$ cat config.mk
export PLATFORM = sky130hd
export DESIGN_NAME = csa_accumulate_matcher
export DESIGN_NICKNAME = d
export VERILOG_FILES = /design/src/rtl/csa_accumulate_matcher.sv
export SDC_FILE = /design/constraint.sdc
export NUM_CORES = 1
export LEC_CHECK = 0
export CELL_PAD_IN_SITES_DETAIL_PLACEMENT = 0
export CELL_PAD_IN_SITES_GLOBAL_PLACEMENT = 1
export CORE_UTILIZATION = 42
export DETAILED_ROUTE_END_ITERATION = 6
export GPL_TIMING_DRIVEN = 0
export PLACE_DENSITY = 0.84
export RECOVER_POWER = 50
export REMOVE_ABC_BUFFERS = 1
export SYNTH_ARGS = -nofsm -noshare
export SYNTH_HDL_FRONTEND = slang
export SYNTH_SLANG_ARGS = --single-unit
$ cat constraint.sdc
create_clock -name clk -period 7.2 [get_ports clk]
set_input_delay 1.08 -clock clk [delete_from_list [all_inputs] [get_ports clk]]
set_output_delay 1.08 -clock clk [all_outputs]
set_load 0.05 [all_outputs]
$ cat src/rtl/csa_accumulate_matcher.sv
// ---------------------------------------------------------------------------
// csa_accumulate_matcher
//
// Streaming accumulator whose running sum lives in carry-save form (a sum
// vector and a carry vector). Every accepted delta is folded in with a single
// 3:2 compressor layer, and the "does the new sum equal the target" question
// is answered with the carry-free (X+Y)==T identity. As a result, neither the
// update path nor the compare path contains a carry chain. A resolved copy of
// the sum is kept one cycle behind for observation.
// ---------------------------------------------------------------------------
module csa_accumulate_matcher #(
    parameter int WIDTH = 32,
    parameter int SEQ_W = 16
) (
    input  logic             clk,
    input  logic             rst,
    input  logic             cfg_load,
    input  logic [WIDTH-1:0] cfg_init,
    input  logic [WIDTH-1:0] cfg_target,
    input  logic             in_valid,
    output logic             in_ready,
    input  logic [WIDTH-1:0] in_delta,
    output logic             hit_valid,
    input  logic             hit_ready,
    output logic [SEQ_W-1:0] hit_seq,
    output logic [WIDTH-1:0] acc_value,
    output logic             running
);

    typedef enum logic {
        IDLE = 1'b0,
        RUN  = 1'b1
    } state_t;

    state_t           state_q;
    logic             running_q;
    logic [WIDTH-1:0] accSum_q;
    logic [WIDTH-1:0] accCarry_q;
    logic [WIDTH-1:0] target_q;
    logic [WIDTH-1:0] accValue_q;
    logic [SEQ_W-1:0] seq_q;
    logic [SEQ_W-1:0] hitSeq_q;
    logic             hitValid_q;

    logic             readyNow;
    logic             acceptNow;
    logic [WIDTH-1:0] sumNext_d;
    logic [WIDTH-1:0] carryNext_d;
    logic [SEQ_W-1:0] seqNext_d;
    logic [WIDTH-1:0] targetInv;
    logic [WIDTH-1:0] zVec;
    logic [WIDTH-1:0] kVec;
    logic             matchNow;

    // Handshake: a new delta may only enter while running and not loading,
    // and only when the hit slot is free or is being emptied in this cycle.
    // This is what guarantees that a pending hit is never overwritten.
    always_comb begin
        readyNow  = running_q & ~cfg_load & (~hitValid_q | hit_ready);
        acceptNow = in_valid & readyNow;
    end

    // One 3:2 compressor layer folds the delta into the carry-save pair.
    // The carry out of the MSB is dropped, which gives mod-2^WIDTH arithmetic.
    always_comb begin
        sumNext_d   = accSum_q ^ accCarry_q ^ in_delta;
        carryNext_d = {(accSum_q[WIDTH-2:0] & accCarry_q[WIDTH-2:0]) |
                       (accSum_q[WIDTH-2:0] & in_delta[WIDTH-2:0])   |
                       (accCarry_q[WIDTH-2:0] & in_delta[WIDTH-2:0]),
                       1'b0};
        seqNext_d   = seq_q + {{(SEQ_W-1){1'b0}}, 1'b1};
    end

    // Carry-free equality test. s+c == t holds exactly when s + c + ~t is all
    // ones. Compressing (s, c, ~t) into z plus a shifted carry k, that
    // all-ones condition reduces to z ^ k being all ones. No carry ripples.
    always_comb begin
        targetInv = ~target_q;
        zVec      = sumNext_d ^ carryNext_d ^ targetInv;
        kVec      = {(sumNext_d[WIDTH-2:0] & carryNext_d[WIDTH-2:0]) |
                     ((sumNext_d[WIDTH-2:0] | carryNext_d[WIDTH-2:0]) &
                      targetInv[WIDTH-2:0]),
                     1'b0};
        matchNow  = &(zVec ^ kVec);
    end

    // Control FSM and all datapath state in one register block. A load
    // (allowed in any state) reseeds the accumulator and drops any pending
    // hit. Otherwise, an accepted delta advances the sum and the sequence
    // number, and the hit slot is either refilled by a match or emptied by
    // the consumer.
    always_ff @(posedge clk or posedge rst) begin
        if (rst) begin
            state_q    <= IDLE;
            running_q  <= 1'b0;
            accSum_q   <= '0;
            accCarry_q <= '0;
            target_q   <= '0;
            accValue_q <= '0;
            seq_q      <= '0;
            hitSeq_q   <= '0;
            hitValid_q <= 1'b0;
        end else begin
            accValue_q <= accSum_q + accCarry_q;
            if (cfg_load) begin
                state_q    <= RUN;
                running_q  <= 1'b1;
                accSum_q   <= cfg_init;
                accCarry_q <= '0;
                target_q   <= cfg_target;
                seq_q      <= '0;
                hitValid_q <= 1'b0;
            end else begin
                case (state_q)
                    IDLE: begin
                        running_q <= 1'b0;
                    end
                    RUN: begin
                        running_q <= 1'b1;
                        if (acceptNow) begin
                            accSum_q   <= sumNext_d;
                            accCarry_q <= carryNext_d;
                            seq_q      <= seqNext_d;
                        end
                        if (acceptNow && matchNow) begin
                            hitValid_q <= 1'b1;
                            hitSeq_q   <= seqNext_d;
                        end else if (hit_ready) begin
                            hitValid_q <= 1'b0;
                        end
                    end
                    default: begin
                        state_q   <= IDLE;
                        running_q <= 1'b0;
                    end
                endcase
            end
        end
    end

    // Outputs come straight from registers, except in_ready, which is the
    // combinational handshake term.
    always_comb begin
        in_ready  = readyNow;
        hit_valid = hitValid_q;
        hit_seq   = hitSeq_q;
        acc_value = accValue_q;
        running   = running_q;
    end

endmodule

==> impl_metrics.csv <==
group,metric,value,unit
floorplanning,dieArea,23200,um2
timing,worst_slack,1.66,ns
synthesis,yosysTopAreaCellShare,42.8,%
timing,worst_pin_slew,2.70,ns
clocking,cts_buffers,17,
timing,setup_tns,0,ns
drt,wl_met2,10700,um
placed_design,dp_hpwl,16000,um
floorplanning,rows,54,
floorplanning,ios,152,
timing,timing.slew.headroom,-79.7,%
drt,highest_layer,"met4",
pwr,power.leakage,5.19,nW
pwr,ir_drop,0.157,mV
global_route,grt_max_degree,120,
timing,fmax,181,MHz
drt,vias,6947,
synthesis,async_reset_ff_share,100,%
timing,hold_viol,0,
synthesis,synth_ff_type,"dfrtp_1",
worst_setup_path,crit_fanout,77,
cells_and_area,final_util,54.2,%
timing,post-route-period-util,76.9,%
global_route,grt_pass1_vias,7256,
placed_design,place_area,11300,um2
placed_design,detailedPlace.worstSlack,2.18,ns
cells_and_area,multi_input_area,4920,um2
cells_and_area,fillers,1974,
drt,via_per_inst,5.11,
timing,fin_crit,5.54,ns
cells_and_area,area_growth,25.6,%
status,status,"complete, but fails checks",
worst_setup_path,cp-start-kind,"primary input",
global_route,grt_use_total,20.6,%
floorplanning,fp.dieH,152,um
cells_and_area,final_cell_area,11900,um2
synthesis,ys_top_cells_by_count,"162 x dfrtp_1, 101 x inv_1, 84 x o21ai_0, 74 x nand2_1, 61 x fa_1",
clocking,cts_hold_buffers,0,
synthesis,ys_ff_latch,162,
drt,wl_met1,9990,um
cells_and_area,nets,1261,
clocking,clk_path_buf_depth,2,
worst_setup_path,critPathKind,"in2reg",
timing,final-max-slew-violation-count,103,
synthesis,avgSynthCellArea,10.2,um2
worst_setup_path,endpoint_kind,"flop",
clocking,htree_levels,4,
floorplanning,core-area,22000,um2
synthesis,yosysWarnings,0,
floorplanning,die_w,152,um
timing,hold_ws,0.419,ns
timing,rsz0062_at_grt,"false",
drt,remaining_drc_errors,12,
global_route,antenna_found_initial,1,
synthesis,yosysMostFrequentCell,"dfrtp_1",
clocking,cts_tree,"yes",
placed_design,port_buffers,151,
synthesis,synth_area_leaders,"dfrtp_1 43%, fa_1 13%, o21ai_0 4.4%",
drt,drtPass1Iterations,7,
drt,drt_iter0_markers,269,
pwr,cellPowerDensity,245,nW/um2
flow_run,drv_cap,2,
clocking,clockRootBuffer,"clkbuf_16",
placed_design,gp_congestion,0.810,
worst_setup_path,required,7.50,ns
worst_setup_path,arrival,5.84,ns
drt,wl_met3,1320,um
synthesis,ys_types,47,
hold_path,hold_class,"reg2reg",
synthesis,yosysSeqAreaShare,42.8,%
cells_and_area,drive_gt1_share,7.04,%
global_route,overflow,0,
synthesis,synth-edff-count,0,
cells_and_area,seq_area,4050,um2
synthesis,synthesis.area,9470,um2
drt,routed_wl,22200,um
timing,finalSetupViolations,0,
status,violations,"design-rule violations, max-capacitance violations, max-slew violations",
clocking,cts_resized,0,
synthesis,yosysTopAreaCell,"dfrtp_1",
clocking,cts_setup_buffers,0,
drt,final_antenna_net_count,0,
floorplanning,start_util,43.1,%
clocking,clk_latency,0.43,ns
clocking,tritoncts_num_sinks,162,
synthesis,syn_inst,927,
drt,wl_per_cell,16.3,um
timing,skew,0.0141,ns
global_route,grt_pass1_wl,37400,um
clocking,clk_pin_slew_worst_paths,0.07,ns
[critical path: stages]
cell and delay (ns):
clkbuf_1 0.97, buf_16 0.59, nor3b_1 0.54, nand3_4 0.50, buf_16 0.39, nor4_1 0.25
nand3_1 0.78, mux2_1 0.62
[per-stage QoR]
stage | power [mW] | std cells
5_1_grt | 3.08 | 1359
6_report | 2.91 | 1360
2_1_floorplan | 1.70 | 892
3_5_place_dp | 2.03 | 1327
3_3_place_gp | 2.02 | 1323
4_1_cts | 2.95 | 1359
[worst paths after layout]
check,startpoint,endpoint,slack [ns],depth (start not counted)
min reg2reg,accSum_q[0]$_DFFE_PP0P_,acc_value[0]$_DFF_PP0_,0.42,0
min,accSum_q[0]$_DFFE_PP0P_,acc_value[0]$_DFF_PP0_,0.42,0
max reg2reg,accSum_q[16]$_DFFE_PP0P_,hit_seq[15]$_DFFE_PP0P_,3.46,8
max,cfg_load,hit_seq[15]$_DFFE_PP0P_,1.66,8
min in group asynchronous,rst,hit_seq[11]$_DFFE_PP0P_,1.64,2
max in group asynchronous,rst,accCarry_q[20]$_DFFE_PP0P_,4.28,3
[layout by cell type (no fill, tap or decap), drive strengths merged, types with 2 or more instances in the layout]
master	Yosys	routed
dfrtp	162	162
clkdlybuf4s50	0	149
o21ai	108	108
inv	101	105
nand2	74	74
fa	61	61
nor2	58	58
a21oi	54	54
xnor2	41	41
mux2	36	36
xor2	35	35
ha	33	33
or3	28	28
clkbuf	34	20
and3	13	13
nand3	12	12
a21o	10	10
nand4	9	9
nand2b	7	7
o21bai	6	6
nand3b	5	5
o21a	5	5
nor2b	4	4
clkinvlp	0	4
buf	1	4
clkinv	0	4
nor4	3	3
o31a	3	3
a211oi	3	3
or2	3	3
nor3	2	2
and2	2	2
[power breakdown]
group	switching, mW	total [mW]	internal (mW)
clock	0.404	0.906	0.502
sequential	0.0591	1.06	1.01
combinational	0.550	0.941	0.391
total	1.01	2.91	1.90
[flip-flops by register name, indices dropped and copies added (netlist names)]
register,flops
accCarry_q,31
accSum_q,32
acc_value,32
hit_seq,16
hit_valid,1
running,1
seq_q,16
state_q,1
target_q,32
[layout make-up]
| type | count | area share [%] |
|---|---|---|
| timing repair buffer | 155 | 13.5 |
| clock inverter | 13 | 1.06 |
| inverter | 101 | 3.20 |
| clock buffer | 19 | 3.81 |
| multi-input combinational | 629 | 41.4 |
| tap | 280 | 2.94 |
| antenna | 1 | 0.0210 |
| sequential | 162 | 34.1 |
[routing by layer]
metal	vias up	track usage (%)
met1	3428	26.9
met5	-	0
met3	16	6.09
met4	0	4.23
li1	3352	-
met2	151	33.8
[logic make-up after synthesis]
kind of cell	synth area share [%]
compound gates	12.1
xor+xnor	7.03
fa+ha+maj	17.3
buf+inv	5.39
flops	42.8
mux	4.39
simple gates	11.1
Power figures use the tool's default switching activity.
